File: src/rtl/imem_loader_if.sv
// Byte-stream input link plus instruction-memory write port of the loader.
//   in_data/in_valid/in_ready : valid/ready byte stream (transfer = in_valid & in_ready)
//   mem_we/mem_addr/mem_wdata : single-cycle write strobe, word address and 16-bit word
// master: stream source / memory observer; slave: the loader itself.
interface imem_loader_if #(
  parameter int unsigned ADDR_W = 8
);
  logic [7:0]        in_data;
  logic              in_valid;
  logic              in_ready;
  logic              mem_we;
  logic [ADDR_W-1:0] mem_addr;
  logic [15:0]       mem_wdata;

  modport master (
    output in_data, in_valid,
    input  in_ready, mem_we, mem_addr, mem_wdata
  );

  modport slave (
    input  in_data, in_valid,
    output in_ready, mem_we, mem_addr, mem_wdata
  );
endinterface

File: src/rtl/imem_loader.sv
// Instruction memory loader: takes a byte stream (16-bit word count N, high byte first, then
// N big-endian words) and writes the words to consecutive addresses starting at BASE_ADDR,
// wrapping modulo 2**ADDR_W. The CPU is held in reset (cpu_hold) for the whole load.
// Ports:
//   clk, rst_n : clock, asynchronous active-low reset
//   start      : one-cycle pulse, begins a load (only honoured while idle)
//   bus        : imem_loader_if.slave - byte stream in, memory write port out
//   cpu_hold   : high while a load is in progress
//   done       : one-cycle pulse on successful completion
//   err        : sticky error (bad count / bad checksum), cleared by the next accepted start
// Optional feature: define IMEM_LOADER_CSUM_EN to require a trailing checksum byte equal to
// the XOR of all payload bytes.
module imem_loader #(
  parameter int unsigned ADDR_W    = 8,
  parameter int unsigned BASE_ADDR = 0
) (
  input  logic          clk,
  input  logic          rst_n,
  input  logic          start,
  imem_loader_if.slave  bus,
  output logic          cpu_hold,
  output logic          done,
  output logic          err
);

  localparam logic [ADDR_W-1:0] Base = ADDR_W'(BASE_ADDR);

  typedef enum logic [2:0] {
    StIdle,
    StCntHi,
    StCntLo,
    StWHi,
    StWLo
`ifdef IMEM_LOADER_CSUM_EN
    , StCsum
`endif
  } state_e;

  state_e            state_q, state_d;
  logic [7:0]        hi_q, hi_d;
  logic [15:0]       cnt_q, cnt_d;
  logic [ADDR_W-1:0] addr_q, addr_d;
  logic [15:0]       wdata_q, wdata_d;
  logic              we_q, we_d;
  logic              hold_q, hold_d;
  logic              done_q, done_d;
  logic              err_q, err_d;
`ifdef IMEM_LOADER_CSUM_EN
  logic [7:0]        csum_q, csum_d;
`endif

  logic        xfer;
  logic [15:0] cnt_word;

  assign bus.in_ready  = (state_q != StIdle);
  assign bus.mem_we    = we_q;
  assign bus.mem_addr  = addr_q;
  assign bus.mem_wdata = wdata_q;
  assign cpu_hold      = hold_q;
  assign done          = done_q;
  assign err           = err_q;

  assign xfer     = bus.in_valid & bus.in_ready;
  assign cnt_word = {hi_q, bus.in_data};

  always_comb begin
    state_d = state_q;
    hi_d    = hi_q;
    cnt_d   = cnt_q;
    addr_d  = addr_q;
    wdata_d = wdata_q;
    we_d    = 1'b0;
    hold_d  = hold_q;
    done_d  = 1'b0;
    err_d   = err_q;
`ifdef IMEM_LOADER_CSUM_EN
    csum_d  = csum_q;
`endif

    // Address advances in the cycle the write strobe is visible.
    if (we_q) addr_d = addr_q + ADDR_W'(1);

    unique case (state_q)
      StIdle: begin
        // done_q marks the completion cycle; a start there is deliberately dropped.
        if (start && !done_q) begin
          state_d = StCntHi;
          err_d   = 1'b0;
          addr_d  = Base;
          hold_d  = 1'b1;
`ifdef IMEM_LOADER_CSUM_EN
          csum_d  = 8'd0;
`endif
        end
      end
      StCntHi: begin
        if (xfer) begin
          hi_d    = bus.in_data;
          state_d = StCntLo;
        end
      end
      StCntLo: begin
        if (xfer) begin
          if (cnt_word == 16'd0 || 32'(cnt_word) > (32'd1 << ADDR_W)) begin
            err_d   = 1'b1;
            hold_d  = 1'b0;
            state_d = StIdle;
          end else begin
            cnt_d   = cnt_word;
            state_d = StWHi;
          end
        end
      end
      StWHi: begin
        if (xfer) begin
          hi_d    = bus.in_data;
          state_d = StWLo;
`ifdef IMEM_LOADER_CSUM_EN
          csum_d  = csum_q ^ bus.in_data;
`endif
        end
      end
      StWLo: begin
        if (xfer) begin
          wdata_d = {hi_q, bus.in_data};
          we_d    = 1'b1;
          cnt_d   = cnt_q - 16'd1;
`ifdef IMEM_LOADER_CSUM_EN
          csum_d  = csum_q ^ bus.in_data;
`endif
          if (cnt_q == 16'd1) begin
`ifdef IMEM_LOADER_CSUM_EN
            state_d = StCsum;
`else
            state_d = StIdle;
            done_d  = 1'b1;
            hold_d  = 1'b0;
`endif
          end else begin
            state_d = StWHi;
          end
        end
      end
`ifdef IMEM_LOADER_CSUM_EN
      StCsum: begin
        if (xfer) begin
          if (bus.in_data == csum_q) done_d = 1'b1;
          else                       err_d  = 1'b1;
          hold_d  = 1'b0;
          state_d = StIdle;
        end
      end
`endif
      default: begin
        state_d = StIdle;
        hold_d  = 1'b0;
      end
    endcase
  end

  always_ff @(posedge clk or negedge rst_n) begin
    if (!rst_n) begin
      state_q <= StIdle;
      hi_q    <= 8'd0;
      cnt_q   <= 16'd0;
      addr_q  <= Base;
      wdata_q <= 16'd0;
      we_q    <= 1'b0;
      hold_q  <= 1'b0;
      done_q  <= 1'b0;
      err_q   <= 1'b0;
`ifdef IMEM_LOADER_CSUM_EN
      csum_q  <= 8'd0;
`endif
    end else begin
      state_q <= state_d;
      hi_q    <= hi_d;
      cnt_q   <= cnt_d;
      addr_q  <= addr_d;
      wdata_q <= wdata_d;
      we_q    <= we_d;
      hold_q  <= hold_d;
      done_q  <= done_d;
      err_q   <= err_d;
`ifdef IMEM_LOADER_CSUM_EN
      csum_q  <= csum_d;
`endif
    end
  end

endmodule

File: src/flat_wrapper.sv
// flat-port wrapper written by rule: the top's interface ports become plain ports
module imem_loader_flat 
#(
  parameter int unsigned ADDR_W    = 8,
  parameter int unsigned BASE_ADDR = 0
)
  (clk, rst_n, start, cpu_hold, done, err, bus_in_data, bus_in_valid, bus_in_ready, bus_mem_we, bus_mem_addr, bus_mem_wdata);
  imem_loader_if #(.ADDR_W(ADDR_W)) bus_i ();
  input  logic clk;
  input  logic rst_n;
  input  logic start;
  output logic cpu_hold;
  output logic done;
  output logic err;
  input wire logic [$bits(bus_i.in_data)-1:0] bus_in_data;
  input wire logic [$bits(bus_i.in_valid)-1:0] bus_in_valid;
  output wire logic [$bits(bus_i.in_ready)-1:0] bus_in_ready;
  output wire logic [$bits(bus_i.mem_we)-1:0] bus_mem_we;
  output wire logic [$bits(bus_i.mem_addr)-1:0] bus_mem_addr;
  output wire logic [$bits(bus_i.mem_wdata)-1:0] bus_mem_wdata;
  assign bus_i.in_data = bus_in_data;
  assign bus_i.in_valid = bus_in_valid;
  assign bus_in_ready = bus_i.in_ready;
  assign bus_mem_we = bus_i.mem_we;
  assign bus_mem_addr = bus_i.mem_addr;
  assign bus_mem_wdata = bus_i.mem_wdata;
  imem_loader #(.ADDR_W(ADDR_W), .BASE_ADDR(BASE_ADDR)) u_core (.clk(clk), .rst_n(rst_n), .start(start), .bus(bus_i), .cpu_hold(cpu_hold), .done(done), .err(err));
endmodule
File: config.mk
export PLATFORM = sky130hd
export DESIGN_NAME = imem_loader_flat
export DESIGN_NICKNAME = d
export VERILOG_FILES = /design/src/rtl/imem_loader_if.sv /design/src/rtl/imem_loader.sv /design/src/flat_wrapper.sv
export SDC_FILE = /design/constraint.sdc
export NUM_CORES = 1
export LEC_CHECK = 0
export CAP_MARGIN = 20
export CORE_MARGIN = 2
export CORE_UTILIZATION = 40
export CTS_BUF_LIST = sky130_fd_sc_hd__clkbuf_4 sky130_fd_sc_hd__clkbuf_8 sky130_fd_sc_hd__clkbuf_16
export DETAILED_ROUTE_END_ITERATION = 7
export HOLD_SLACK_MARGIN = 0.05
export PLACE_DENSITY = 0.74
export SETUP_SLACK_MARGIN = 0.05
export SLEW_MARGIN = 20
export SYNTH_ARGS = -nofsm -noshare
export SYNTH_HDL_FRONTEND = slang
export SYNTH_SLANG_ARGS = --single-unit
File: constraint.sdc
create_clock -name clk -period 1.98 [get_ports clk]
set_clock_uncertainty 0.05 [all_clocks]
set_input_delay 0.594 -clock clk [delete_from_list [all_inputs] [get_ports clk]]
set_output_delay 0.594 -clock clk [all_outputs]
set_load 0.005 [all_outputs]
==> parameters.txt <==
Parameter                              Value

Outcome
  Outcome ... completed

STA
  Setup_tns ... 0 ns
  Hold Violations, Final ... 0
  Setup repair after global routing missed its margin ... true
  Pins Over Slew Limit ... 0
  Worst relative slew slack ... approximately two thirds
  Timing-limited maximum frequency ... between 500 and 600 MHz
  Worst Hold Margin ... between 0.15 and 0.2 ns
  Final setup violation count ... 0
  Final critical-path required period ... approximately 2 ns
  Fraction of the cycle the final worst path needs ... between 90% and 100%
  Measured slew at the worst slew-check pin ... around 0.5 ns

Cells and area
  Number of inserted diodes ... 0
  Register area ... 1380 µm²
  Filler-free cell count of the finished design ... between 400 and 500
  Fraction of layout instances using a drive strength above 1 ... a little under two fifths
  Fill cell count ... roughly 580
  Syn-to-layout area delta ... 42.7%
  NumNets Final ... roughly 370
  Multi-input combinational cell area ... ~1400 µm²

Clock network
  Clock buffer count from CTS ... 5
  CTS tree ... yes
  Total number of H-tree levels ... 2
  Clock-pin slew of the registers on the worst-case setup and hold paths ... around 0.11 ns
  Count of hold buffers inserted by post-cts repair ... 0
  Maximum buffer depth of the clock tree ... 2
  TritonCTS Sinks ... between 50 and 60
  Latest clock arrival within the worst-skew pair ... around 0.32 ns
  Clock root cell ... clkbuf_8

Logic synthesis
  Library cell with the highest instance count after synthesis ... dfrtp_1
  Largest cells by area after synthesis ... dfrtp_1, mux2_2, nor2_1
  Post-synth top cells ... dfrtp_1, mux2_2, nor2_1
  Fraction of registers with async set or reset after synthesis ... between 90% and 100%
  Mean instance size in the synthesized netlist ... about 11 µm²
  Net count after synthesis ... 269
  Sequential element share of the synthesized area ... between 50% and 60%
  Post-synth cell types ... 55
  Post-synthesis instance area ... ~2700 µm²
  Area share of the largest cell type after synthesis ... 50.8%
  Post-synth EDFFs ... 0
  Syn Inst Count ... ~250
  Predominant post-synthesis flop cell ... dfrtp_1
  Largest area contributor in the synthesized netlist ... dfrtp_1
  Number of storage elements in the synthesis netlist ... 55
  Synthesis Warnings ... 0

Run
  Max-cap violations ... 0

Floorplanning
  Vert. Die Dim ... between 80 and 90 µm
  Floorplan die width ... roughly 86 µm
  Core outline area ... roughly 6700 µm²
  Area of the die ... 7450 µm²
  Cell row count ... 30
  Number of placed I/O pins ... 41
  Starting utilization of the core area ... between 40% and 50%

Place
  Routability-driven placement congestion ratio ... roughly 0.90
  DP Cell Count ... 410
  HPWL reported at the end of detailed placement ... ~4700 µm
  Count of buffers from port buffering ... 40

Setup path
  Ordered list of cells on the worst path ... or4_4 -> nor4_4 -> o211ai_1 -> buf_4 -> buf_6 -> o311ai_0 -> o21ai_1
  Startpoint types ... flop
  Crit. End Element ... flop
  Critical-path top delay cell ... or4_4
  Crit path largest cell delay ... about 0.55 ns
  Worst-path maximum fanout ... 6
  Critical setup path kind ... flop to flop
  WP data required ... roughly 2.1 ns
  Data arrival, critical path ... 2.10 ns

Routing
  Post-route ant nets ... 0
  DRT Pass-1 Iters ... 4
  DR vias/cell ... around 5.5
  Total length of routed wires ... roughly 7000 µm
  Count of vias placed by the detailed router ... 2381
  Residual DRC count ... 0
  Per-cell routed wire length ... ~16 µm
  Initial drt markers ... between 100 and 150

Power and ir drop
  Power Internal ... approximately 0.0031 W
  P per Cell Area ... ~1200 nW/µm²
  Part of the total power dissipated in the clock network ... just under 20%
  Share of power burned in combinational logic ... 40.9%
  Switching component of the power ... around 0.0015 W
  Peak supply drop ... 725 µV
  Fraction of power spent switching nets ... between 30% and 40%
  Sequential Power Share ... ~40%
  Cell leakage power ... approximately 1.7 nW

Global routing
  Initial antenna violation count ... 0
  Met1 usage in global routing ... between 20% and 30%
  Most crowded layer after global routing ... met2
  First-pass GRT wire length ... 11600 µm
  Met2 demand-to-capacity share in global routing ... between 30% and 40%
  Global Route Usage Sum ... 19.6%
  Pin count of the biggest net entering global routing ... 56
  Met3 demand-to-capacity share in global routing ... between 3 and 4%
  Total overflow reported by the global router ... 0
  Via count of the first global-routing pass ... 2436

Hold path
  Hold Path Class ... input pin to async pin
## power by group through the flow
stage	Combinational (W)	Sequential (W)	Clock, W
final	0.00191	0.00184	0.000913
after global routing	0.00208	0.00188	0.000976
after CTS	0.00186	0.00182	0.000930
after detailed placement	0.00175	0.00185	0
after global placement	0.00172	0.00183	0
after floorplan	0.000861	0.00181	0
## cell families after synthesis
logic type | after synthesis | share of synthesized area [%]
adder cells (fa/ha/maj) | 3 | 1.38
flip-flops | 55 | 50.8
multiplexers | 25 | 10.3
XOR/XNOR | 6 | 1.94
AND/OR/NAND/NOR | 89 | 17.8
buffers and inverters | 18 | 3.78
AO/OA/AOI/OAI | 58 | 14.0
## sequential cells by signal (all words and copies together) (netlist names)
register	cells
u_core.bus.mem_addr	8
u_core.done	1
u_core.bus.mem_we	1
u_core.state_q	3
u_core.bus.mem_wdata	16
u_core.err	1
u_core.hi_q	8
u_core.cpu_hold	1
u_core.cnt_q	16
## per-layer routing
metal,wire length [µm],part of all wire [%]
met5,0,0
met3,339,5.0
met4,72,1.1
met1,3210,47
met2,3220,47
## repair_timing
action	in CTS	in global routing
setup buffers	8	6
resized for setup	31	32
setup endpoints to repair	23	23
cloned	0	0
pin swaps	8	12
## path summary, 6_finish.rpt
path                            slack (ns)  depth (start not counted)            start                      end
worst min-delay path                  0.19                          2            rst_n  u_core.bus.mem_wdata[1]
worst max register to register        0.02                          7   u_core.hi_q[5]          u_core.cnt_q[8]
worst min register to register        0.43                          1  u_core.cnt_q[9]          u_core.cnt_q[9]
min in group clk                      0.43                          1  u_core.cnt_q[9]          u_core.cnt_q[9]
max in group asynchronous             1.41                          2            rst_n        u_core.bus.mem_we
worst max-delay path                  0.02                          7   u_core.hi_q[5]          u_core.cnt_q[8]
## final cells by class
type	instances	area share, %
Multi-Input combinational cell	181	35.5
Tap cell	80	2.59
Sequential cell	55	35.6
Clock inverter	3	1.84
Clock buffer	5	1.78
Inverter	7	0.679
Timing Repair Buffer	100	22.0
## through the flow
step	power, W	worst slack (ns)	util, %	area [µm²]
final	0.00466	0.0192	57.9	3870
after global routing	0.00494	-0.0833	57.9	3870
after CTS	0.00462	0.0228	56.5	3770
after detailed placement	0.00360	-0.590	52.6	3520
after global placement	0.00355	-0.551	52.6	3520
after floorplan	0.00267	0.0643	-	2730
## layout by cell type, fill, tap and decap left out, drive strengths merged, types with 3 or more instances in the layout
cell type and instances:
buf 61, dfrtp 55, clkdlybuf4s50 30, mux2 24, nor2 23, nand2 19, a21oi 15, o21ai 13
nand3 10, nor3 10, clkbuf 10, inv 8, o22ai 7, nor4 7, nand4 4, xor2 4
ha 3, or3 3
## worst max-delay path: cells and delay by family, from the launching register on
kind | cells | cell delay, ns
compound gates | 3 | 0.36
flops | 1 | 0.39
buf+inv | 2 | 0.30
simple gates | 2 | 0.74
Note: power is estimated with default switching activity, not from simulation.
==> RTL change 1, RTL diff (same flow settings) <==
`ADDR_W` is set to 8 in 3 places; all go to 7.
--- a/src/rtl/imem_loader_if.sv
+++ b/src/rtl/imem_loader_if.sv
@@ -5,3 +5,3 @@
 interface imem_loader_if #(
-  parameter int unsigned ADDR_W = 8
+  parameter int unsigned ADDR_W = 7
 );
--- a/src/rtl/imem_loader.sv
+++ b/src/rtl/imem_loader.sv
@@ -13,3 +13,3 @@
 module imem_loader #(
-  parameter int unsigned ADDR_W    = 8,
+  parameter int unsigned ADDR_W    = 7,
   parameter int unsigned BASE_ADDR = 0
--- a/src/flat_wrapper.sv
+++ b/src/flat_wrapper.sv
@@ -3,3 +3,3 @@
 #(
-  parameter int unsigned ADDR_W    = 8,
+  parameter int unsigned ADDR_W    = 7,
   parameter int unsigned BASE_ADDR = 0
Interface: changed (resized bus_mem_addr); port bits go from 41 to 40. No check against the original RTL was run, so the function may have changed too.
==> RTL change 1 against the unedited design <==
- the flow now finishes with violations (setup timing)
- clock power shrank 30%
- area after synthesis shrank 5.6%
- design area shrank 9.3%
- first-iteration DRC count grew 12%
- sequential cell count shrank 1
- worst setup slack lost 0.11 ns
- routed wire length shrank 13%
- non-clock buffer count shrank 15
- power shrank 11%
- sequential share of layout area grew 2.9 points
- register-to-register slack lost 0.04 ns
- core utilization shrank 2.0 points
- critical path type is now in -> reg
- highest routed layer unchanged
==> RTL change 1: results (changes against the unedited design) <==
Via Count=2115 (was 2381); reg2reg setup slack=-0.02 ns (was 0.02 ns); Tightest Pin Transition=0.403 ns (was 0.500 ns); pin count of the biggest net entering global routing=55 (was 56); share of cells above drive strength 1=31.6% (was 38.2%); sequential share of the synthesized area=52.8% (was 50.8%); vias in the first global route=2056 (was 2436); # fillers=554 (was 583); synth top area cells=dfrtp_1 53%, mux2_2 9.7%, o21ai_0 3.1% (was dfrtp_1 51%, mux2_2 10%, nor2_1 3.0%); Critical Path End=u_core.cpu_hold (was u_core.cnt_q[8]); Met2 Wirelength=2840 um (was 3220 um); Comb group=0.00177 W (was 0.00191 W); Synth Area in Adders=1.47% (was 1.38%); hold_ws=0.209 ns (was 0.186 ns); setup slack after layout=-0.0858 ns (was 0.0192 ns); met3 Use GR=3.26% (was 3.43%); GRT Resource Usage Total=17.7% (was 19.6%); leak pwr=1.58 nW (was 1.70 nW); xor and xnor area share after synthesis=1.37% (was 1.94%); outcome=finished, violations left (was finished clean); Synth top cells by count=54 x dfrtp_1, 22 x mux2_2, 19 x nor2_1 (was 55 x dfrtp_1, 24 x mux2_2, 22 x nor2_1); Clock Pin Slew Worst Setup and Hold Paths=0.09 ns (was 0.11 ns); DP HPWL=4180 um (was 4690 um); Sw Share=32.2% (was 32.7%); Final setup viols=10 (was 0); DP Cell Count=382 (was 410); Iteration-0 DRC Markers=135 (was 121); failing checks=setup timing; CP peak stage delay=0.52 ns (was 0.55 ns); WL met1=2770 um (was 3210 um)
-- RTL change 1: cell count changes after synthesis, moves of 3 or more --
| cell | unedited run | this run |
|---|---|---|
| a21oi_1 | 15 | 5 |
| mux2i_1 | 1 | 5 |
| nand2_1 | 19 | 15 |
| nand4_1 | 4 | 8 |
| nor2_1 | 22 | 19 |
| o21ai_0 | 13 | 16 |
| o22ai_1 | 7 | 1 |
| o2bb2ai_1 | 1 | 4 |
| or3_1 | 3 | 6 |
-- RTL change 1: cell type report --
| cell class | count | area share, % |
|---|---|---|
| Sequential cell | 54 | 38.5 |
| Multi-Input combinational cell | 165 | 34.2 |
| Clock buffer | 6 | 2.35 |
| Clock inverter | 2 | 0.357 |
| Inverter | 8 | 0.856 |
| Tap cell | 77 | 2.75 |
| Timing Repair Buffer | 85 | 21.0 |
-- RTL change 1: worst reg2reg max path, stage by stage (launching register included) --
cell	delay, ns
dfrtp_1	0.39
or4_4	0.53
and4bb_2	0.32
and3_4	0.25
buf_6	0.15
nand4_1	0.09
o211ai_1	0.13
==> RTL change 2, RTL diff (same settings) <==
Without the edit above. Re-encode `state_e` (5 states) as one-hot, 5 bits wide.
--- a/src/rtl/imem_loader.sv
+++ b/src/rtl/imem_loader.sv
@@ -27,8 +27,8 @@
 
-  typedef enum logic [2:0] {
-    StIdle,
-    StCntHi,
-    StCntLo,
-    StWHi,
-    StWLo
+  typedef enum logic [4:0] {
+    StIdle  = 5'b00001,
+    StCntHi = 5'b00010,
+    StCntLo = 5'b00100,
+    StWHi   = 5'b01000,
+    StWLo   = 5'b10000
 `ifdef IMEM_LOADER_CSUM_EN
Function: no difference found for any inputs over 10 cycles, from zero or initial values and one cycle with rst_n low; not proved beyond that.
==> RTL change 2 against the unedited design <==
- the flow now finishes with violations (setup timing)
- critical path depth stayed put
- sequential cell count is 2 higher
- worst setup slack worse by 0.11 ns
- design area is 10% higher
- area after synthesis is 5.9% higher
- routed wire length is 14% higher
- power is 18% lower
==> RTL change 2: results (changes against the unedited design) <==
multi-input gate count=220 (was 181); setup slack after layout=-0.0885 ns (was 0.0192 ns); synth top area cells=dfrtp_1 49%, nand2_1 6.9%, nor2_1 3.3% (was dfrtp_1 51%, mux2_2 10%, nor2_1 3.0%); Buffers, non-clock=103 (was 100); Worst Path Arrival=2.25 ns (was 2.10 ns); sequential share of the synthesized area=49.7% (was 50.8%); WL met1=3340 um (was 3210 um); DP HPWL=5170 um (was 4690 um); Mapped Cells=302 (was 254); outcome=finished, violations left (was finished clean); Non-clock buffer share=21.6% (was 22.0%); pin count of the biggest net entering global routing=47 (was 56); multi-input logic portion of the cell area=36.4% (was 35.5%); Synth top cells by count=56 x dfrtp_1, 53 x nand2_1, 25 x nor2_1 (was 55 x dfrtp_1, 24 x mux2_2, 22 x nor2_1); router iterations before antenna repair=5 (was 4); Clock Latency Late Sink=0.35 ns (was 0.32 ns); leak pwr=1.95 nW (was 1.70 nW); Worst VDD drop=788 uV (was 725 uV); register area=0.00143 mm2 (was 0.00138 mm2); Vias per Instance=5.35 (was 5.52); CP peak stage delay=0.53 ns (was 0.55 ns); # fillers=546 (was 583); clkbuf count=10 (was 5); met2 Use GR=34.3% (was 31.5%); first-pass GRT wire length=12600 um (was 11600 um); met3 Use GR=4.76% (was 3.43%); Inverters, non-clock=8 (was 7); vias in the first global route=2569 (was 2436); failing checks=setup timing; htree depth=3 (was 2); Final setup viols=11 (was 0); WL met3=347 um (was 339 um); Avg WL per Cell=15.6 um (was 15.9 um); GRT Resource Usage Total=20.7% (was 19.6%); Via Count=2670 (was 2381); Synth Net Count=317 (was 269); share of cells above drive strength 1=34.5% (was 38.2%); DP Cell Count=471 (was 410); met1 track demand over resource=27.0% (was 26.9%); placed cell area=0.00374 mm2 (was 0.00352 mm2); Iteration-0 DRC Markers=144 (was 121); Final #Nets=414 (was 365)
-- RTL change 2: path summary, 6_finish.rpt --
kind / slack (ns) / to / depth (start not counted) / startpoint
max in group asynchronous: 1.20 / u_core.state_q[0] / 2 / rst_n
hold / removal: 0.08 / u_core.bus.mem_addr[5] / 1 / rst_n
setup / recovery: -0.09 / u_core.cnt_q[5] / 7 / bus_in_data[2]
setup reg to reg: -0.08 / u_core.cnt_q[8] / 6 / u_core.state_q[1]
min in group clk: 0.42 / u_core.bus.mem_wdata[10] / 2 / u_core.bus.mem_wdata[10]
hold reg to reg: 0.42 / u_core.bus.mem_wdata[10] / 2 / u_core.bus.mem_wdata[10]
-- RTL change 2: kinds of logic after synthesis --
| family | share of synthesized area, % |
|---|---|
| adder cells (fa/ha/maj) | 1.31 |
| multiplexers | 4.88 |
| AO/OA/AOI/OAI | 9.68 |
| buffers and inverters | 3.49 |
| AND/OR/NAND/NOR | 28.2 |
| flip-flops | 49.7 |
| XOR/XNOR | 2.75 |
-- RTL change 2: critical path: cells and delay by family --
kind,cells,cell delay (ns)
simple gates,5,1.43
buf+inv,2,0.23
-- RTL change 2: metrics by stage --
stage | hold WS, ns | power [W]
floorplan | 0.248 | 0.00193
global placement | 0.407 | 0.00237
detailed placement | 0.411 | 0.00240
CTS | 0.0842 | 0.00365
global route | 0.0889 | 0.00399
finish | 0.0767 | 0.00381
-- RTL change 2: repair_timing --
action	4_1_cts	5_1_grt
buffers inserted	3	9
endpoints found under the setup margin	24	35
gates resized for setup	51	38
cloned	0	1
pin swaps	7	8
-- RTL change 2: report_power, final --
| part | total [W] | switching [W] | internal (W) |
|---|---|---|---|
| sequential | 0.00148 | 0.000157 | 0.00132 |
| combinational | 0.00114 | 0.000547 | 0.000588 |
| clock | 0.00120 | 0.000482 | 0.000715 |
